`src/rtl/selector_out_stream.sv`:
```
// selector_out_stream
//   Routes one valid/ready input stream to one of CHANNELS output streams.
//   SELECT chooses the destination of each beat. Each channel has its own
//   DEPTH-entry FIFO, so a stalled consumer blocks only its own channel.
//
// Ports
//   CLK        sole clock, rising edge
//   RESET      synchronous, active-high reset
//   IN_VALID   input beat present
//   IN_READY   beat accepted this cycle (depends on SELECT and full flags only)
//   SELECT     destination channel of the current beat
//   DATA_IN    input data
//   OUT_VALID  bit i: channel i holds a head entry
//   OUT_READY  bit i: consumer i takes the head entry
//   DATA_OUT   slice [i*WIDTH +: WIDTH] is the channel i head, zero when idle
//   ERR_SEL    sticky: a beat with SELECT >= CHANNELS was accepted
module selector_out_stream #(
  parameter int WIDTH    = 32,
  parameter int CHANNELS = 4,
  parameter int DEPTH    = 2,
  localparam int SEL_W   = $clog2(CHANNELS)
) (
  input  logic                      CLK,
  input  logic                      RESET,
  input  logic                      IN_VALID,
  output logic                      IN_READY,
  input  logic [SEL_W-1:0]          SELECT,
  input  logic [WIDTH-1:0]          DATA_IN,
  output logic [CHANNELS-1:0]       OUT_VALID,
  input  logic [CHANNELS-1:0]       OUT_READY,
  output logic [CHANNELS*WIDTH-1:0] DATA_OUT,
  output logic                      ERR_SEL
);

  localparam int PTR_W = (DEPTH > 1) ? $clog2(DEPTH) : 1;
  localparam int CNT_W = $clog2(DEPTH + 1);

  logic [CHANNELS-1:0] full;
  logic [CHANNELS-1:0] sel_hit;
  logic                sel_oor;
  logic                sel_full;
  logic                accept;
  logic                err_q;
  logic                err_d;

  // One-hot decode of SELECT; an all-zero result means out of range.
  always_comb begin
    sel_hit = '0;
    for (int unsigned c = 0; c < CHANNELS; c++) begin
      sel_hit[c] = (SELECT == SEL_W'(c));
    end
  end

  assign sel_oor  = ~|sel_hit;
  assign sel_full = |(sel_hit & full);
  // Out-of-range beats are always taken (and dropped) so the producer never hangs.
  assign IN_READY = ~RESET & (sel_oor | ~sel_full);
  assign accept   = IN_VALID & IN_READY;

  always_comb begin
    err_d = err_q | (accept & sel_oor);
  end

  always_ff @(posedge CLK) begin
    if (RESET) begin
      err_q <= 1'b0;
    end else begin
      err_q <= err_d;
    end
  end

  assign ERR_SEL = err_q;

  for (genvar g = 0; g < CHANNELS; g++) begin : g_ch
    logic [WIDTH-1:0] mem_q [DEPTH];
    logic [PTR_W-1:0] wptr_q;
    logic [PTR_W-1:0] wptr_d;
    logic [PTR_W-1:0] rptr_q;
    logic [PTR_W-1:0] rptr_d;
    logic [CNT_W-1:0] cnt_q;
    logic [CNT_W-1:0] cnt_d;
    logic             push;
    logic             pop;

    assign full[g]      = (cnt_q == CNT_W'(DEPTH));
    assign OUT_VALID[g] = (cnt_q != '0);
    assign push         = accept & sel_hit[g];
    assign pop          = OUT_VALID[g] & OUT_READY[g];

    assign DATA_OUT[g*WIDTH +: WIDTH] = OUT_VALID[g] ? mem_q[rptr_q] : '0;

    always_comb begin
      wptr_d = wptr_q;
      rptr_d = rptr_q;
      cnt_d  = cnt_q;
      if (push) begin
        wptr_d = (wptr_q == PTR_W'(DEPTH - 1)) ? '0 : wptr_q + 1'b1;
      end
      if (pop) begin
        rptr_d = (rptr_q == PTR_W'(DEPTH - 1)) ? '0 : rptr_q + 1'b1;
      end
      case ({push, pop})
        2'b10:   cnt_d = cnt_q + 1'b1;
        2'b01:   cnt_d = cnt_q - 1'b1;
        default: cnt_d = cnt_q;
      endcase
    end

    always_ff @(posedge CLK) begin
      if (RESET) begin
        wptr_q <= '0;
        rptr_q <= '0;
        cnt_q  <= '0;
      end else begin
        wptr_q <= wptr_d;
        rptr_q <= rptr_d;
        cnt_q  <= cnt_d;
      end
    end

    // Storage needs no reset: contents are only visible behind OUT_VALID.
    always_ff @(posedge CLK) begin
      if (push) begin
        mem_q[wptr_q] <= DATA_IN;
      end
    end
  end

endmodule

```
`config.mk`:
```
export PLATFORM = sky130hd
export DESIGN_NAME = selector_out_stream
export DESIGN_NICKNAME = d
export VERILOG_FILES = /design/src/rtl/selector_out_stream.sv
export SDC_FILE = /design/constraint.sdc
export NUM_CORES = 1
export LEC_CHECK = 0
export CORE_MARGIN = 5
export CORE_UTILIZATION = 55
export CTS_BUF_LIST = sky130_fd_sc_hd__clkbuf_2
export DETAILED_ROUTE_END_ITERATION = 12
export PLACE_DENSITY_LB_ADDON = 0.12
export SYNTH_ARGS = -nofsm -noshare
export SYNTH_HDL_FRONTEND = slang
export SYNTH_SLANG_ARGS = --single-unit
```
`constraint.sdc`:
```
create_clock -name CLK -period 3.5 [get_ports CLK]
set_input_delay 0.7 -clock CLK [delete_from_list [all_inputs] [get_ports CLK]]
set_output_delay 0.7 -clock CLK [all_outputs]
set_load 0.01 [all_outputs]
```
==> flow_summary.ini, run 1 <==
[status]
status = finished, final reports clean

[worst_hold_path]
hold_path_depth = 1
min_path_type = flip-flop to flip-flop
hold_end = ERR_SEL
worstHoldStart = ERR_SEL

[flow_run]
drv_cap = 0

[power]
p_per_area_nw_per_um2 = 502.3
ir_drop_v = 0.0002819
power_w = 0.006787
p_leak_nw = 4.475

[clock_tree]
clk_latency_ps = 810
clkTransAtPathRegs_ps = 100
clock-sinks = 277
cts_hold_repair.buffers = 0
clockRootBuffer = clkbuf_2
cts_tree = done
clock_path_buffers = 3
cts_max_level = 3
numCtsBuffers = 66
post_cts_buffers = 0

[routing]
wl_met3_mm = 1.378
top_layer = met4
drt_first_pass_iters = 4
m1WireLength_mm = 9.761
drt_wl_total_mm = 24.10
num_vias = 6213
drt_iter0_markers = 343
post-route-drc-count = 0
routed_via_density = 5.160
final_antenna_net_count = 0
route.met2.wl_mm = 12.47
wire_per_inst_um = 20.01

[worst_setup_path]
crit_start = g_ch[2].cnt_q[0]
cp_data_arrival_time_ps = 2640
r2r-start = g_ch[2].cnt_q[0]
reg2reg_to = g_ch[2].mem_q[0][12]
setup.worst_path.end_class = output pin
crit_path_max_fanout = 13
ff2ff_path_depth = 4
r2r_setup_slack_ps = 1400
start_kind = flip-flop
required_ps = 2800
crit_type = flip-flop to output pin

[logic_synthesis]
synth_area_per_cell_um2 = 16.06
ys_ff_latch = 277
ys_warn_count = 0
ys_types = 25
yosysTopAreaCell = edfxtp_1
synthesis.nets = 703
synthMuxAreaShare = 0.1250
synth_compound_area_frac = 0.009472
netlist_area_um2 = 10570
synth-async-reset-ratio = 0
synth_top_area_share = 0.7274
synth_xor_area_frac = 0.009946
synth_area_leaders = edfxtp_1 (73%), mux2i_1 (13%), nor2_1 (5.4%)
synthCells = 658
synth_edf_count = 256
synth_top_family_by_area = multiplexers
synthSimpleGateAreaFrac = 0.06524
synth_fa_ha_area_frac = 0.004736
ys_seq_area_frac = 0.7672
ys.flop_type = edfxtp_1

[sta]
setup_tns_ps = 0
slew_headroom = 0.5837
finalClockSkew_ps = 79.17
final-max-slew-violation-count = 0
final-setup-viol-count = 0
worst_slew_pin_slew_ps = 623.8
finalHoldViolCount = 0
fmax_mhz = 299.5
layout_worst_path_cycle_share = 0.9539
rsz0062_at_grt = false
min_period_ps = 3339

[layout]
area_delta_synth_final_pct = 27.86
drive_gt1_frac = 0.1538
n_fill_cell = 1238
multiInputGateArea_um2 = 2362
seq_area_um2 = 8123
mostFrequentLayoutCells = edfxtp_1 (256), clkdlybuf4s50_1 (174), nor2_1 (140), mux2i_1 (132), clkbuf_2 (101)
final_common_cell = edfxtp_1
nets = 938

[global_routing]
grt_pass1_vias = 6547
grt_pass1_wl_mm = 35.94
grt_remaining_overflow = 0
grt_util_all_layers = 0.2167
antenna_found_initial = 1
grt_max_degree = 33

[floorplan]
core_area_um2 = 18830
initial_utilization = 0.5612
rows = 50
die_area_um2 = 22090
die_w_um = 148.6
pin_count = 175
chipHeight_um = 148.6

[place]
io_buffers = 174
finalWeightedCongestion = 0.7920
dpl.hpwl_mm = 15.25
## Yosys cell counts (2+ instances only)
cell	count
or3_1	4
buf_2	20
nor2_1	152
clkbuf_1	9
nand3b_1	2
a21oi_1	4
xnor2_1	4
o21ai_0	9
ha_1	4
inv_1	15
mux2i_1	132
dfxtp_1	21
edfxtp_1	256
nand2b_1	8
xor2_1	8
## critical path, cell delays in order (launching register included)
cell	delay [ps]
dfxtp_1	640
nor2_4	200
buf_4	250
nor2_1	160
clkdlybuf4s50_1	560
## power by group
group          internal [W]  switching [W]
clock              0.000982        0.00119
combinational      0.000428       0.000446
sequential          0.00367      0.0000736
## per-layer routing
layer,vias up,GRT usage
li1,2919,-
met1,3058,0.2732
met2,202,0.3710
met3,34,0.05210
met4,0,0.07298
met5,-,0
## how the worst max path moves through the flow
| stage | endpoint | cells after the start |
|---|---|---|
| 2_1_floorplan | g_ch[2].mem_q[0][0] | 3 |
| 3_3_place_gp | IN_READY | 5 |
| 5_1_grt | DATA_OUT[83] | 4 |
| 3_5_place_dp | g_ch[1].cnt_q[1] | 7 |
| 4_1_cts | DATA_OUT[127] | 4 |
| 6_report | DATA_OUT[83] | 4 |
## what timing repair did
action / CTS / global route
setup endpoints to repair: 15 / 18
gates resized for setup: 2 / 2
hold endpoints to repair: 0 / 0
gates cloned: 0 / 1
pin swaps: 0 / 1
## layout make-up
type / count / area share
Antenna cell: 1 / 0.0001852
Clock buffer: 101 / 0.03741
Clock inverter: 17 / 0.01056
Inverter: 15 / 0.004167
Multi-Input combinational cell: 337 / 0.1748
Sequential cell: 277 / 0.6012
Tap cell: 260 / 0.02408
Timing Repair Buffer: 196 / 0.1476
## sequential cells by signal, summed over array words and instances, names as in the netlist, named ones only
register,flops
ERR_SEL,1
g_ch.cnt_q,8
g_ch.mem_q,256
g_ch.rptr_q,4
g_ch.wptr_q,4
## cells by family (layout without fill, tap and decap cells)
logic type	after synthesis	in the layout
DFF	277	277
muxes	132	132
and+or+nand+nor	171	172
xor gates and xnor gates	12	12
AOI/OAI and AO/OA	17	17
adders and majority gates	4	4
buffers and inverters	45	329
other	0	1
## metrics by stage
step / hold WS, ps / utilization / setup WS, ps / instances / area, um2
after global routing: 508.6 / 0.7175 / 12.75 / 1204 / 13510
after global placement: 477.9 / 0.6821 / 481.0 / 1084 / 12840
after detailed placement: 476.1 / 0.6821 / 479.7 / 1084 / 12840
after CTS: 495.7 / 0.7168 / 8.303 / 1202 / 13500
after floorplan: 447.5 / - / 548.7 / 658 / 10570
final: 485.9 / 0.7175 / 161.3 / 1204 / 13510
(Power assumes the default switching activity.)
==> run 2, diff against run 1 <==
--- a/config.mk
+++ b/config.mk
@@ -13,3 +13,4 @@
 export SYNTH_ARGS = -nofsm -noshare
 export SYNTH_HDL_FRONTEND = slang
 export SYNTH_SLANG_ARGS = --single-unit
+export TNS_END_PERCENT = 1
==> flow_summary.ini, run 2 (synthesis results as in run 1) <==
[layout]
seq_area_um2 = 8123
largest_reg_flops = 256
final_common_cell = edfxtp_1
n_fill_cell = 1235
drive_gt1_frac = 0.1529
regMostFlops = g_ch.mem_q
nets = 937
area_delta_synth_final_pct = 27.84
mostFrequentLayoutCells = edfxtp_1 (256), clkdlybuf4s50_1 (174), nor2_1 (140), mux2i_1 (132), clkbuf_2 (101)
top_regs = g_ch.mem_q x256, g_ch.cnt_q x8
multiInputGateArea_um2 = 2356

[worst_setup_path]
ff2ff_path_depth = 4
start_kind = flip-flop
crit_path_max_fanout = 18
r2r-start = g_ch[1].cnt_q[0]
r2r_setup_slack_ps = 1550
cpPeakStageDelay_ps = 500
reg2reg_to = g_ch[1].mem_q[1][16]
crit_type = flip-flop to output pin
required_ps = 2800
crit_start = g_ch[0].cnt_q[1]
slowest_stage = clkdlybuf4s50_1
cp_data_arrival_time_ps = 2610
setup.worst_path.end_class = output pin
cp_cell_sequence = nor2_4 -> buf_4 -> nor2_1 -> clkdlybuf4s50_1

[clock_tree]
clock_path_buffers = 3
cts_tree = done
clkTransAtPathRegs_ps = 100
numCtsBuffers = 66
clk_latency_ps = 810
cts_max_level = 3
clock-sinks = 277
clockRootBuffer = clkbuf_2

[worst_hold_path]
hold_path_depth = 1
min_path_type = flip-flop to flip-flop
hold_end = ERR_SEL
worstHoldStart = ERR_SEL

[routing]
num_vias = 6214
drt_iter0_markers = 393
drt_first_pass_iters = 4
wire_per_inst_um = 19.63
final_antenna_net_count = 0
drt_wl_total_mm = 23.61
routed_via_density = 5.165
post-route-drc-count = 0

[sta]
rsz0062_at_grt = false
final-max-slew-violation-count = 0
slew_headroom = 0.5655
min_period_ps = 3307
finalClockSkew_ps = 75.13
final-setup-viol-count = 0
fmax_mhz = 302.4
setup_tns_ps = 0
worst_slew_pin_slew_ps = 650.2
finalHoldViolCount = 0
layout_worst_path_cycle_share = 0.9450

[place]
io_buffers = 174
dpl.hpwl_mm = 15.25
finalWeightedCongestion = 0.7920

[floorplan]
initial_utilization = 0.5612
rows = 50
die_w_um = 148.6
die_area_um2 = 22090
pin_count = 175
chipHeight_um = 148.6
core_area_um2 = 18830

[power]
p_leak_nw = 4.476
power_w = 0.006781
p_per_area_nw_per_um2 = 502.0
ir_drop_v = 0.0002824

[flow_run]
drv_cap = 0

[global_routing]
grt_util_all_layers = 0.2167
antenna_found_initial = 1
grt_pass1_vias = 6547
grt_remaining_overflow = 0
grt_pass1_wl_mm = 35.94
grt_max_degree = 33

[status]
status = finished, final reports clean
[run 2: stage by stage]
stage | hold WS (ps) | cell area (um2) | instances | utilization | worst slack, ps
2_1_floorplan | 447.5 | 10570 | 658 | - | 548.7
3_3_place_gp | 477.9 | 12840 | 1084 | 0.6821 | 481.0
3_5_place_dp | 476.1 | 12840 | 1084 | 0.6821 | 479.7
4_1_cts | 495.7 | 13500 | 1202 | 0.7168 | 8.303
5_1_grt | 508.6 | 13510 | 1203 | 0.7174 | 30.05
6_report | 485.9 | 13510 | 1203 | 0.7174 | 192.6
[run 2: worst max-delay path by stage]
stage | to | slack (ps) | depth (start not counted)
floorplan | g_ch[2].mem_q[0][0] | 550 | 3
global placement | IN_READY | 480 | 5
detailed placement | g_ch[1].cnt_q[1] | 480 | 7
CTS | DATA_OUT[127] | 8 | 4
global route | DATA_OUT[110] | 30 | 4
finish | DATA_OUT[31] | 190 | 4
[run 2: layout make-up]
class / instances / share of cell area
well taps: 260 / 0.02408
flip-flops and latches: 277 / 0.6013
clock inverters: 17 / 0.01056
repair buffers: 196 / 0.1479
multi-input cells: 336 / 0.1744
diodes: 1 / 0.0001852
clock buffers: 101 / 0.03742
inverters: 15 / 0.004168
[run 2: power breakdown]
group	internal (W)	switching (W)
sequential	0.00367	0.0000702
clock	0.000982	0.00119
combinational	0.000428	0.000443
[run 2: timing repair]
item | CTS | global route
hold buffers | 0 | 0
setup buffers | 0 | 0
endpoints found under the hold margin | 0 | 0
endpoints found under the setup margin | 15 | 18
resized for setup | 2 | 3
[run 2: critical path, delay by kind of cell, from the launching register on]
family        cells  cell delay, ps
simple gates      2             560
flops             1             380
buf+inv           2             860
[run 2: routing by layer]
layer,part of all wire,wire length [um],global-route usage,vias to the layer above
li1,-,-,-,2914
met1,0.42,9827,0.2732,3070
met2,0.51,12090,0.3710,198
met3,0.055,1303,0.05210,32
met4,0.017,393,0.07298,0
met5,0,0,0,-
